$ cat src/rtl/mem_bus_arbiter.sv
// mem_bus_arbiter: round-robin arbiter that lets NUM_MASTERS bus masters share
// a single request/ack memory port. Addresses are rebased by BASE_ADDR, accesses
// outside the memory window and accesses the memory never acknowledges are
// answered with an error. Exactly one transaction is in flight at a time.
module mem_bus_arbiter #(
  parameter int                NUM_MASTERS = 2,
  parameter int                ADDR_W      = 32,
  parameter int                DATA_W      = 32,
  parameter int                MASK_W      = DATA_W / 8,
  parameter logic [ADDR_W-1:0] BASE_ADDR   = ADDR_W'(32'h8000_0000),
  parameter logic [ADDR_W-1:0] MEM_SIZE    = ADDR_W'(32'h0800_0000),
  parameter int                TIMEOUT     = 64
) (
  input  logic                          clk,
  input  logic                          rst,
  input  logic [NUM_MASTERS-1:0]        m_req,
  input  logic [NUM_MASTERS-1:0]        m_we,
  input  logic [NUM_MASTERS*ADDR_W-1:0] m_addr,
  input  logic [NUM_MASTERS*DATA_W-1:0] m_wdata,
  input  logic [NUM_MASTERS*MASK_W-1:0] m_mask,
  output logic [NUM_MASTERS-1:0]        m_ready,
  output logic [DATA_W-1:0]             m_rdata,
  output logic                          m_err,
  output logic                          mem_req,
  output logic                          mem_we,
  output logic [ADDR_W-1:0]             mem_addr,
  output logic [DATA_W-1:0]             mem_wdata,
  output logic [MASK_W-1:0]             mem_mask,
  input  logic [DATA_W-1:0]             mem_rdata,
  input  logic                          mem_ack
);

  localparam int IDX_W = (NUM_MASTERS > 1) ? $clog2(NUM_MASTERS) : 1;
  localparam int CNT_W = (TIMEOUT > 1) ? $clog2(TIMEOUT + 1) : 1;

  typedef enum logic [1:0] {
    S_IDLE  = 2'd0,
    S_ISSUE = 2'd1,
    S_RESP  = 2'd2
  } state_t;

  // state, arbitration pointer and latched transaction
  state_t             r_state;
  logic [IDX_W-1:0]   r_rr;
  logic [IDX_W-1:0]   r_grant;
  logic               r_we;
  logic [ADDR_W-1:0]  r_addr;     // already rebased
  logic [DATA_W-1:0]  r_wdata;
  logic [MASK_W-1:0]  r_mask;
  logic [CNT_W-1:0]   r_cnt;

  // registered outputs
  logic [NUM_MASTERS-1:0] r_m_ready;
  logic [DATA_W-1:0]      r_m_rdata;
  logic                   r_m_err;
  logic                   r_mem_req;
  logic                   r_mem_we;
  logic [ADDR_W-1:0]      r_mem_addr;
  logic [DATA_W-1:0]      r_mem_wdata;
  logic [MASK_W-1:0]      r_mem_mask;

  // combinational arbitration / next-state values
  logic               w_found;
  logic               w_hit;
  logic [IDX_W-1:0]   w_sel;
  logic [IDX_W-1:0]   w_sel_inc;
  logic [ADDR_W-1:0]  w_cand_addr;
  logic [ADDR_W-1:0]  w_offset;
  logic               w_in_range;
  state_t             w_state_nxt;
  logic [IDX_W-1:0]   w_rr_nxt;
  logic [IDX_W-1:0]   w_grant_nxt;
  logic               w_we_nxt;
  logic [ADDR_W-1:0]  w_addr_nxt;
  logic [DATA_W-1:0]  w_wdata_nxt;
  logic [MASK_W-1:0]  w_mask_nxt;
  logic [CNT_W-1:0]   w_cnt_nxt;
  logic [DATA_W-1:0]  w_rsp_data;
  logic               w_rsp_err;

  // Pick the first requester at or after the round-robin pointer, wrapping.
  always_comb begin
    w_found = 1'b0;
    w_hit   = 1'b0;
    w_sel   = '0;
    for (int k = 0; k < NUM_MASTERS; k++) begin
      w_hit   = m_req[(int'(r_rr) + k) % NUM_MASTERS] && !w_found;
      w_sel   = w_hit ? IDX_W'((int'(r_rr) + k) % NUM_MASTERS) : w_sel;
      w_found = w_found | w_hit;
    end
    w_sel_inc   = (w_sel == IDX_W'(NUM_MASTERS - 1)) ? '0 : (w_sel + IDX_W'(1));
    w_cand_addr = m_addr[w_sel*ADDR_W +: ADDR_W];
    // Offset is only meaningful when the address is not below the base.
    w_offset    = w_cand_addr - BASE_ADDR;
    w_in_range  = (w_cand_addr >= BASE_ADDR) && (w_offset < MEM_SIZE);
  end

  // Next-state logic plus the values to be latched and presented next cycle.
  always_comb begin
    w_state_nxt = r_state;
    w_rr_nxt    = r_rr;
    w_grant_nxt = r_grant;
    w_we_nxt    = r_we;
    w_addr_nxt  = r_addr;
    w_wdata_nxt = r_wdata;
    w_mask_nxt  = r_mask;
    w_cnt_nxt   = r_cnt;
    w_rsp_data  = '0;
    w_rsp_err   = 1'b0;
    case (r_state)
      S_IDLE: begin
        if (|m_req) begin
          w_grant_nxt = w_sel;
          w_rr_nxt    = w_sel_inc;
          w_we_nxt    = m_we[w_sel];
          w_addr_nxt  = w_offset;
          w_wdata_nxt = m_wdata[w_sel*DATA_W +: DATA_W];
          w_mask_nxt  = m_mask[w_sel*MASK_W +: MASK_W];
          w_cnt_nxt   = '0;
          if (w_in_range) begin
            w_state_nxt = S_ISSUE;
          end else begin
            // Out-of-window access: answer directly, memory untouched.
            w_state_nxt = S_RESP;
            w_rsp_err   = 1'b1;
          end
        end else begin
          w_state_nxt = S_IDLE;
        end
      end
      S_ISSUE: begin
        if (mem_ack) begin
          // An ack in the same cycle as the last allowed wait still wins.
          w_state_nxt = S_RESP;
          w_rsp_data  = r_we ? '0 : mem_rdata;
        end else if ((TIMEOUT != 0) && (r_cnt == CNT_W'(TIMEOUT - 1))) begin
          w_state_nxt = S_RESP;
          w_rsp_err   = 1'b1;
        end else if (TIMEOUT != 0) begin
          w_cnt_nxt = r_cnt + CNT_W'(1);
        end else begin
          w_cnt_nxt = r_cnt;
        end
      end
      S_RESP: begin
        w_state_nxt = S_IDLE;
      end
      default: begin
        w_state_nxt = S_IDLE;
      end
    endcase
  end

  // State register and latched transaction fields.
  always_ff @(posedge clk or posedge rst) begin
    if (rst) begin
      r_state <= S_IDLE;
      r_rr    <= '0;
      r_grant <= '0;
      r_we    <= 1'b0;
      r_addr  <= '0;
      r_wdata <= '0;
      r_mask  <= '0;
      r_cnt   <= '0;
    end else begin
      r_state <= w_state_nxt;
      r_rr    <= w_rr_nxt;
      r_grant <= w_grant_nxt;
      r_we    <= w_we_nxt;
      r_addr  <= w_addr_nxt;
      r_wdata <= w_wdata_nxt;
      r_mask  <= w_mask_nxt;
      r_cnt   <= w_cnt_nxt;
    end
  end

  // Output registers: memory side only driven in ISSUE, master side only in RESP.
  always_ff @(posedge clk or posedge rst) begin
    if (rst) begin
      r_m_ready   <= '0;
      r_m_rdata   <= '0;
      r_m_err     <= 1'b0;
      r_mem_req   <= 1'b0;
      r_mem_we    <= 1'b0;
      r_mem_addr  <= '0;
      r_mem_wdata <= '0;
      r_mem_mask  <= '0;
    end else begin
      r_m_ready   <= (w_state_nxt == S_RESP) ? (NUM_MASTERS'(1'b1) << w_grant_nxt) : '0;
      r_m_rdata   <= w_rsp_data;
      r_m_err     <= w_rsp_err;
      r_mem_req   <= (w_state_nxt == S_ISSUE);
      r_mem_we    <= (w_state_nxt == S_ISSUE) ? w_we_nxt    : 1'b0;
      r_mem_addr  <= (w_state_nxt == S_ISSUE) ? w_addr_nxt  : '0;
      r_mem_wdata <= (w_state_nxt == S_ISSUE) ? w_wdata_nxt : '0;
      r_mem_mask  <= (w_state_nxt == S_ISSUE) ? w_mask_nxt  : '0;
    end
  end

  assign m_ready   = r_m_ready;
  assign m_rdata   = r_m_rdata;
  assign m_err     = r_m_err;
  assign mem_req   = r_mem_req;
  assign mem_we    = r_mem_we;
  assign mem_addr  = r_mem_addr;
  assign mem_wdata = r_mem_wdata;
  assign mem_mask  = r_mem_mask;

endmodule

$ cat config.mk
export PLATFORM = sky130hd
export DESIGN_NAME = mem_bus_arbiter
export DESIGN_NICKNAME = d
export VERILOG_FILES = /design/src/rtl/mem_bus_arbiter.sv
export SDC_FILE = /design/constraint.sdc
export NUM_CORES = 1
export LEC_CHECK = 0
export CORE_MARGIN = 10
export CORE_UTILIZATION = 45
export DETAILED_ROUTE_END_ITERATION = 10
export HOLD_SLACK_MARGIN = 0.08
export PLACE_DENSITY_LB_ADDON = 0.1
export SYNTH_ARGS = -nofsm -noshare
export SYNTH_HDL_FRONTEND = slang
export SYNTH_SLANG_ARGS = --single-unit
$ cat constraint.sdc
create_clock -name clk -period 8.6 [get_ports clk]
set_input_delay 2.15 -clock clk [delete_from_list [all_inputs] [get_ports clk]]
set_output_delay 2.15 -clock clk [all_outputs]
set_load 0.05 [all_outputs]
# After elaboration in Yosys (flattened, before gate mapping)
# Cells that the tools add are included.
# classes
addsub	4
n_lt_le_gt_ge	5
n_eq_ne	7
n_shift	4
mux	42
bitwise_logic	1
reduce_logical	8
# ops
cell	count
two-way mux 32 bit	9
indexed part select 64 x 7 -> 32 bit	2
greater-or-equal comparator 32 bit (second input constant)	1
< comparator 32 x 28 -> 1 bit (second input constant)	1
subtractor 32 bit (second input constant)	1
two-way mux 7 bit	3
two-way mux 1 bit	19
one-hot mux 7 bit (2 select lines)	1
two-way mux 4 bit	3
two-way mux 2 bit	5
indexed part select 8 x 4 -> 4 bit	1
adder 7 x 1 -> 7 bit (second input constant)	1
== test 7 x 6 -> 1 bit (second input constant)	1
inequality test 2 bit (second input constant)	3
== test 2 x 1 -> 1 bit (second input constant)	2
< comparator 1 x 2 -> 1 bit (second input constant)	2
one-hot mux 2 bit (2 select lines)	1
AND reduction 4 bit	1
< comparator 2 x 3 -> 1 bit (second input constant)	1
adder 1 bit (second input constant)	2
== test 2 bit (second input constant)	1
logical AND 1 bit	2
logical NOT 2 bit	1
one-hot mux 1 bit (2 select lines)	1
other kinds (6)	6
# word_totals
ff_bits	185
inputBits	175
word_cells	87

# Logic depth before layout (Yosys ltp)
# Gate-level depths: netlist (run 1).
# depth
word_depth	16
ltp_mapped	7

# Worst setup path after synthesis (run 1)
# No wires, ideal clock.
# synth_path
kind	input to register
start	in m_addr[27]
end	reg r_mem_mask[3] (netlist: mem_mask[3])
t_arrival_ps	3279
required_ps	8506
setup_slack_ps	5227
cell_stages	6
n_path_buf	2
cell_sequence	nor4_2 > o211ai_1 > a21o_1 > buf_6 > buf_6 > a221oi_2
# synth_via
elab_chain_len	9
# synth_lines
item	line_no	rtl
start: declaration	18	input logic [NUM_MASTERS*ADDR_W-1:0] m_addr,
indexed part select 64 x 7 -> 32 bit (*)	92	w_cand_addr = m_addr[w_sel*ADDR_W +: ADDR_W];
subtractor 32 bit	94	w_offset = w_cand_addr - BASE_ADDR;
< comparator 32 x 28 -> 1 bit	95	w_in_range = (w_cand_addr >= BASE_ADDR) && (w_offset < MEM_SIZE);
logical AND 1 bit (*)	95	
two-way mux 2 bit (*)	120	if (w_in_range) begin
two-way mux 2 bit (*)	112	if (|m_req) begin
one-hot mux 2 bit (2 select lines) (*)	110	case (r_state)
== test 2 x 1 -> 1 bit (*)	196	r_mem_mask <= (w_state_nxt == S_ISSUE) ? w_mask_nxt : '0;
two-way mux 4 bit (*)	196	
end signal: assignment	196	
end: declaration	60	logic [MASK_W-1:0] r_mem_mask;
# Every way passes the cells marked *; elsewhere a longest branch is shown, timed or not.
# A chain may end at the register's enable or synchronous reset.

# Worst setup path after layout (run 1)
# layout_path
start	in m_req[1]
end	reg r_mem_addr[31] (netlist: mem_addr[31])
# layout_via
elab_chain_len	14
# layout_lines
item	line_no	rtl
start: declaration	16	input logic [NUM_MASTERS-1:0] m_req,
two-way mux 1 bit (not written as such) (2 in series)	87	w_hit = m_req[(int'(r_rr) + k) % NUM_MASTERS] && !w_found;
two-way mux 1 bit (not written as such) or logical NOT 1 bit (tied branches)	87	
logical AND 1 bit	87	
two-way mux 1 bit	88	w_sel = w_hit ? IDX_W'((int'(r_rr) + k) % NUM_MASTERS) : w_sel;
indexed part select 64 x 7 -> 32 bit	92	
subtractor 32 bit	94	
< comparator 32 x 28 -> 1 bit	95	
logical AND 1 bit	95	
two-way mux 2 bit	120	
two-way mux 2 bit	112	
one-hot mux 2 bit (2 select lines)	110	
== test 2 x 1 -> 1 bit	194	r_mem_addr <= (w_state_nxt == S_ISSUE) ? w_addr_nxt : '0;
two-way mux 32 bit (*)	194	
end signal: assignment	194	
end: declaration	58	logic [ADDR_W-1:0] r_mem_addr;
# Every way passes the cells marked *; elsewhere a longest branch is shown, timed or not. The select of a mux whose other input is x is not followed.

==> out/summary.txt, run 1 <==
ant diodes = 0
H-tree levels = 4
Post-CTS Hold Fix Bufs = 0
cells after synthesis = 616
EDFF count, synth = 0
#FFs+latches synth = 185
clock slew at the register clock pins of the worst setup and hold paths = 70 ps
Max FO, Critical Path = 67
Finished Layout Cells = 1103
Final Hold Viols = 0
Final ANT Viol Nets = 0
total chip power = 2.25 mW
syn avg cell area = 12.4 µm²
vias in the first global route = 6346
critical path launch point type = primary input
worst hold margin = 472 ps
Inst Count DP = 1071
Core Box Area = 0.0166 mm²
Leakage = 4.79 nW
RSZ-0062 raised after global routing = false
max frequency = 0.219 GHz
cell taking the most area after synthesis = dfrtp_1
final net count = 1046
Worst R2R Start = r_state[0]
first-pass GRT wire length = 33300 µm
Cell Area, Synth = 0.00766 mm²
M2 GR Usage = 30.5%
Slowest-stage cell, CP = buf_4
Max Cap Viol = 0
Die ar. = 0.0226 mm²
crit path from = m_req[1]
fraction of layout cells with a size suffix above 1 = 9.06%
Post-synth top cells = dfrtp_1 (185), a21oi_1 (74), mux2i_1 (71), nor2_1 (71), a221oi_1 (34)
initial antenna violation count = 0
post-route setup slack = 4030 ps
clk root buf = clkbuf_16
top-count cell post-synth = dfrtp_1
Async SR Flop Fraction = 100%
TritonCTS clock tree = done
Final Cell Area = 0.0111 mm²
Util after Layout = 66.8%
Post-CTS Resized = 0
via count = 5853
setup total negative slack = 0 ps
sequential area share after synthesis = 60.4%
io pins = 280
pin count of the biggest net entering global routing = 107
area share of the largest cell type after synthesis = 60.4%
final-layout fill cell count = 1233
global placer's final weighted congestion = 0.850
remaining global-route overflow = 0
met3 Track Usage GR = 8.55%
clk sinks = 185
Worst Max-Slew Pin Slew = 1210 ps
post-CTS setup buffers = 0
Initial Util = 46.0%
final period utilization = 53.2%
PD cells = 202 mW/mm²
vias per cell = 5.31
Synth Flop Type = dfrtp_1
outcome = finished clean
distinct cell type count after synthesis = 41
die height = 150 µm
setup skew after layout = 10.0 ps
Hold Crit Class = reg -> reg
Port-buffer cells = 279
Critical Path, Cell by Cell = clkdlybuf4s50_1 > nor2_1 > nor3_2 > buf_4 > nand3_1 > a22oi_1
drt first pass iters = 4
final setup vio count = 0
critical path data arrival time = 4900 ps
dpl ws = 3590 ps
clock buffer depth = 2
GRT met1 Usage = 21.1%
hpwl dp = 15200 µm
Die X = 150 µm
Hold Path Origin = r_addr[31]
Cell Rows = 47
crit end category = register
required time of the critical path = 8930 ps
critical path class = in -> reg
drt drc = 0
Area growth syn-to-layout = 45.1%
Syn Nets = 792
ranking of synthesized cells by area = dfrtp_1 (60%), mux2i_1 (9.3%), a221oi_2 (6.5%), a21oi_1 (4.8%), a221oi_1 (3.9%)
IR drop worst, VDD = 0.130 mV
DRT iter0 DRCs = 325
fin crit period = 4570 ps
DP Area = 0.0105 mm²
Synth Warn # = 0
Slew Viols, Final = 0
busiest grt layer = met2
final wirelength = 21100 µm
CP peak stage delay = 750 ps
Skew-Pair Late Insertion Delay = 420 ps
max_slew headroom = 19.2%
gr usage total = 18.5%
wire length per cell = 19.1 µm
TritonCTS Buffers = 17
flip-flops by register name, indices dropped and copies added, names as in the netlist, 4 cells and up:
signal     flops
mem_mask       4
mem_wdata     32
r_cnt          7
r_wdata       32
r_addr        32
m_rdata       32
r_mask         4
mem_addr      32
report_power, final:
part	switching [mW]	internal (mW)	leakage (nW)
sequential	0.0358	0.979	2.37
combinational	0.276	0.189	2.14
clock	0.330	0.438	0.280
final timing paths:
kind	end	cells after the start	slack [ps]
hold reg to reg	r_addr[31]	2	470
max in group asynchronous	mem_addr[23]	3	4720
min in group asynchronous	r_state[1]	2	2300
hold / removal	r_addr[31]	2	470
setup reg to reg	mem_addr[31]	4	6040
setup / recovery	mem_addr[31]	6	4030
critical path, delay by kind of cell:
family,cells,cell delay [ps]
and+or+nand+nor,3,1100
AOI/OAI and AO/OA,1,220
buffers and inverters,2,1410
cells in the final DEF, fill, tap and decap left out, types with 4 or more instances in the layout:
master,netlist,layout
clkdlybuf4s50_1,0,279
a221oi_1,34,34
clkinv_4,0,4
nand2_1,15,13
buf_4,1,6
clkbuf_16,0,17
nand2b_1,5,5
a221oi_2,33,33
a21oi_1,74,74
mux2i_1,71,71
inv_1,6,5
dfrtp_1,185,185
and2_1,33,33
nor2_1,71,71
a31oi_1,4,4
nand3_1,4,4
cell type report:
| type | instances | area (µm²) | share of cell area [%] |
|---|---|---|---|
| Sequential cell | 185 | 4630 | 41.7 |
| Tap cell | 220 | 275 | 2.48 |
| Multi-Input combinational cell | 375 | 2750 | 24.8 |
| Clock buffer | 19 | 443 | 3.99 |
| Clock inverter | 13 | 145 | 1.31 |
| Inverter | 6 | 27.5 | 0.248 |
| Timing Repair Buffer | 285 | 2840 | 25.5 |
layer usage:
| layer | routed length (µm) | vias up |
|---|---|---|
| li1 | - | 2741 |
| met1 | 8110 | 2875 |
| met2 | 10300 | 215 |
| met3 | 2330 | 22 |
| met4 | 341 | 0 |
| met5 | 0 | - |
cell families (layout without fill, tap and decap cells):
logic type | count (synthesis) | in the layout | synth area share, %
compound gates | 159 | 159 | 16.8
fa+ha+maj | 1 | 1 | 0.163
buf+inv | 56 | 323 | 4.03
flops | 185 | 185 | 60.4
mux | 72 | 72 | 9.42
simple gates | 143 | 143 | 9.10
Note: power is estimated with default switching activity, not from simulation.
==> run 2, diff against run 1 <==
Settings changed: CORE_UTILIZATION 45 to 40.
Clock period 8.6 ns to 4.1 ns, I/O delays scaled along.
==> run 2 against run 1 <==
Against the previous run:
- wire length increased by 1.1%
- design area is 0.78% higher
- sequential power is 110% higher
- hold slack got worse by 7.9 ps
- clock power is 100% higher
==> out/summary.txt, run 2 (synthesis gave the netlist of run 1 again) <==
outcome = finished clean
wire length per cell = 19.0 µm (-0.41%)
required time of the critical path = 4330 ps (-4600 ps)
global placer's final weighted congestion = 0.731 (-14%)
Comb pwr share = 21.0% (+0.3 points)
final net count = 1050 (+0.38%)
fin crit period = 2920 ps
Net Sw Frac = 28.4% (-0.11 points)
IR drop worst, VDD = 0.319 mV (+150%)
total chip power = 4.68 mW (+110%)
H-tree levels = 4 (unchanged)
via count = 5802 (-0.87%)
Max FO, Critical Path = 70 (+4.5%)
Die ar. = 0.0251 mm² (+11%)
clock slew at the register clock pins of the worst setup and hold paths = 70 ps (about the same)
Switch Pwr = 1.33 mW (+110%)
Slew Viols, Final = 0 (unchanged)
pin count of the biggest net entering global routing = 141 (+32%)
Die X = 158 µm (+5.3%)
final setup vio count = 0 (unchanged)
max_slew headroom = 33.1% (+14 points)
hpwl dp = 15500 µm (+1.9%)
TritonCTS clock tree = done
post-route setup slack = 1180 ps (-2850 ps)
gr usage total = 16.9% (-1.6 points)
Worst Max-Slew Pin Slew = 1000 ps (-209 ps)
Post-CTS Resized = 0 (unchanged)
clk sinks = 185 (unchanged)
vias per cell = 5.18 (-2.4%)
commonest non-fill, non-tap cell in the layout = clkdlybuf4s50_1
io pins = 280 (unchanged)
RSZ-0062 raised after global routing = false
setup skew after layout = 16.2 ps (+6.17 ps)
Hold Crit Class = reg -> reg
drt drc = 0 (unchanged)
Area growth syn-to-layout = 46.2%
TritonCTS Buffers = 17 (unchanged)
Core Box Area = 0.0188 mm² (+13%)
R2R cell count = 6 (+2)
Max Cap Viol = 0 (unchanged)
first-pass GRT wire length = 33300 µm (+0.15%)
final period utilization = 71.2%
critical path data arrival time = 3150 ps (-1750 ps)
commonest non-fill, non-tap cells in the layout = clkdlybuf4s50_1 (279), dfrtp_1 (185), a21oi_1 (74)
Skew-Pair Late Insertion Delay = 430 ps (about the same)
drt first pass iters = 4 (unchanged)
PD cells = 418 mW/mm² (+110%)
clock buffer depth = 2 (unchanged)
ant diodes = 0 (unchanged)
Final ANT Viol Nets = 0 (unchanged)
clk root buf = clkbuf_16
Leakage = 4.81 nW (+0.45%)
critical path class = in -> reg
DRT iter0 DRCs = 319 (-1.8%)
final-layout fill cell count = 1538 (+25%)
remaining global-route overflow = 0 (unchanged)
Cell Rows = 50 (+6.4%)
die height = 158 µm (+5.3%)
Post-CTS Hold Fix Bufs = 0 (unchanged)
Pint = 3.35 mW (+110%)
Initial Util = 40.8% (-5.2 points)
initial antenna violation count = 0 (unchanged)
WHS Path Cells = 2 (unchanged)
post-CTS setup buffers = 0 (unchanged)
fraction of layout cells with a size suffix above 1 = 9.26% (+0.20 points)
Critical Path, Cell by Cell = clkdlybuf4s50_1 > inv_1 > o211ai_1 > a21o_4 > a221oi_1
vias in the first global route = 6140 (-3.2%)
final wirelength = 21300 µm (+1.1%)
Slowest-stage cell, CP = a21o_4
Port-buffer cells = 279 (unchanged)
clock group share of total power = 33.6% (-0.6 points)
sequential power share = 45.4% (+0.2 points)
Final Hold Viols = 0 (unchanged)
critical path launch point type = primary input
max frequency = 0.342 GHz
dpl ws = 756 ps (-2830 ps)
setup total negative slack = 0 ps (unchanged)
crit end category = register
CP peak stage delay = 790 ps (+40 ps)
worst hold margin = 464 ps (-7.94 ps)
## run 2: cell count changes in the layout (fill, tap and decap cells not counted), moves of 2 or more
cell        delta
buf_12         +5
clkbuf_8       +2
clkinv_4       -3
clkinvlp_4     +2
## run 2: worst paths after layout
path	from	slack (ps)	to
max	m_req[1]	1180	mem_wdata[29]
min	r_addr[31]	460	r_addr[31]
max reg2reg	r_cnt[1]	1940	mem_mask[0]
min reg2reg	r_addr[31]	460	r_addr[31]
max in group asynchronous	rst	2440	r_cnt[3]
min in group asynchronous	rst	1090	mem_wdata[3]
## run 2: routing by layer
layer	track usage [%]	wire length (µm)
met3	8.36	2340
met2	27.7	10400
met5	0	0
met4	4.19	190
met1	19.4	8420
## run 2: critical path, delay by kind of cell
family | cells | cell delay, ps
AOI/OAI and AO/OA | 3 | 1240
buffers and inverters | 2 | 780
## run 2: area by class of cell
class,instances,area [µm²],share of cell area [%]
multi-input combinational,375,2750,24.6
sequential,185,4630,41.3
clock inverter,9,91.3,0.816
timing repair buffer,289,2930,26.2
clock buffer,22,474,4.23
tap,234,293,2.61
inverter,6,26.3,0.235
## run 2: power by group through the flow
stage | sequential (mW) | combinational (mW) | clock [mW]
after global placement | 2.15 | 0.961 | 0
after floorplan | 2.22 | 0.566 | 0
after CTS | 2.12 | 0.996 | 1.62
final | 2.12 | 0.984 | 1.57
after global routing | 2.15 | 1.09 | 1.69
after detailed placement | 2.16 | 0.992 | 0
## run 2: through the flow
step                      area, µm²  std cells  utilization [%]
final                         11200       1120             59.7
after global routing          11200       1120             59.7
after CTS                     11200       1120             59.7
after detailed placement      10600       1089             56.7
after global placement        10600       1089             56.7
after floorplan                7660        616                -
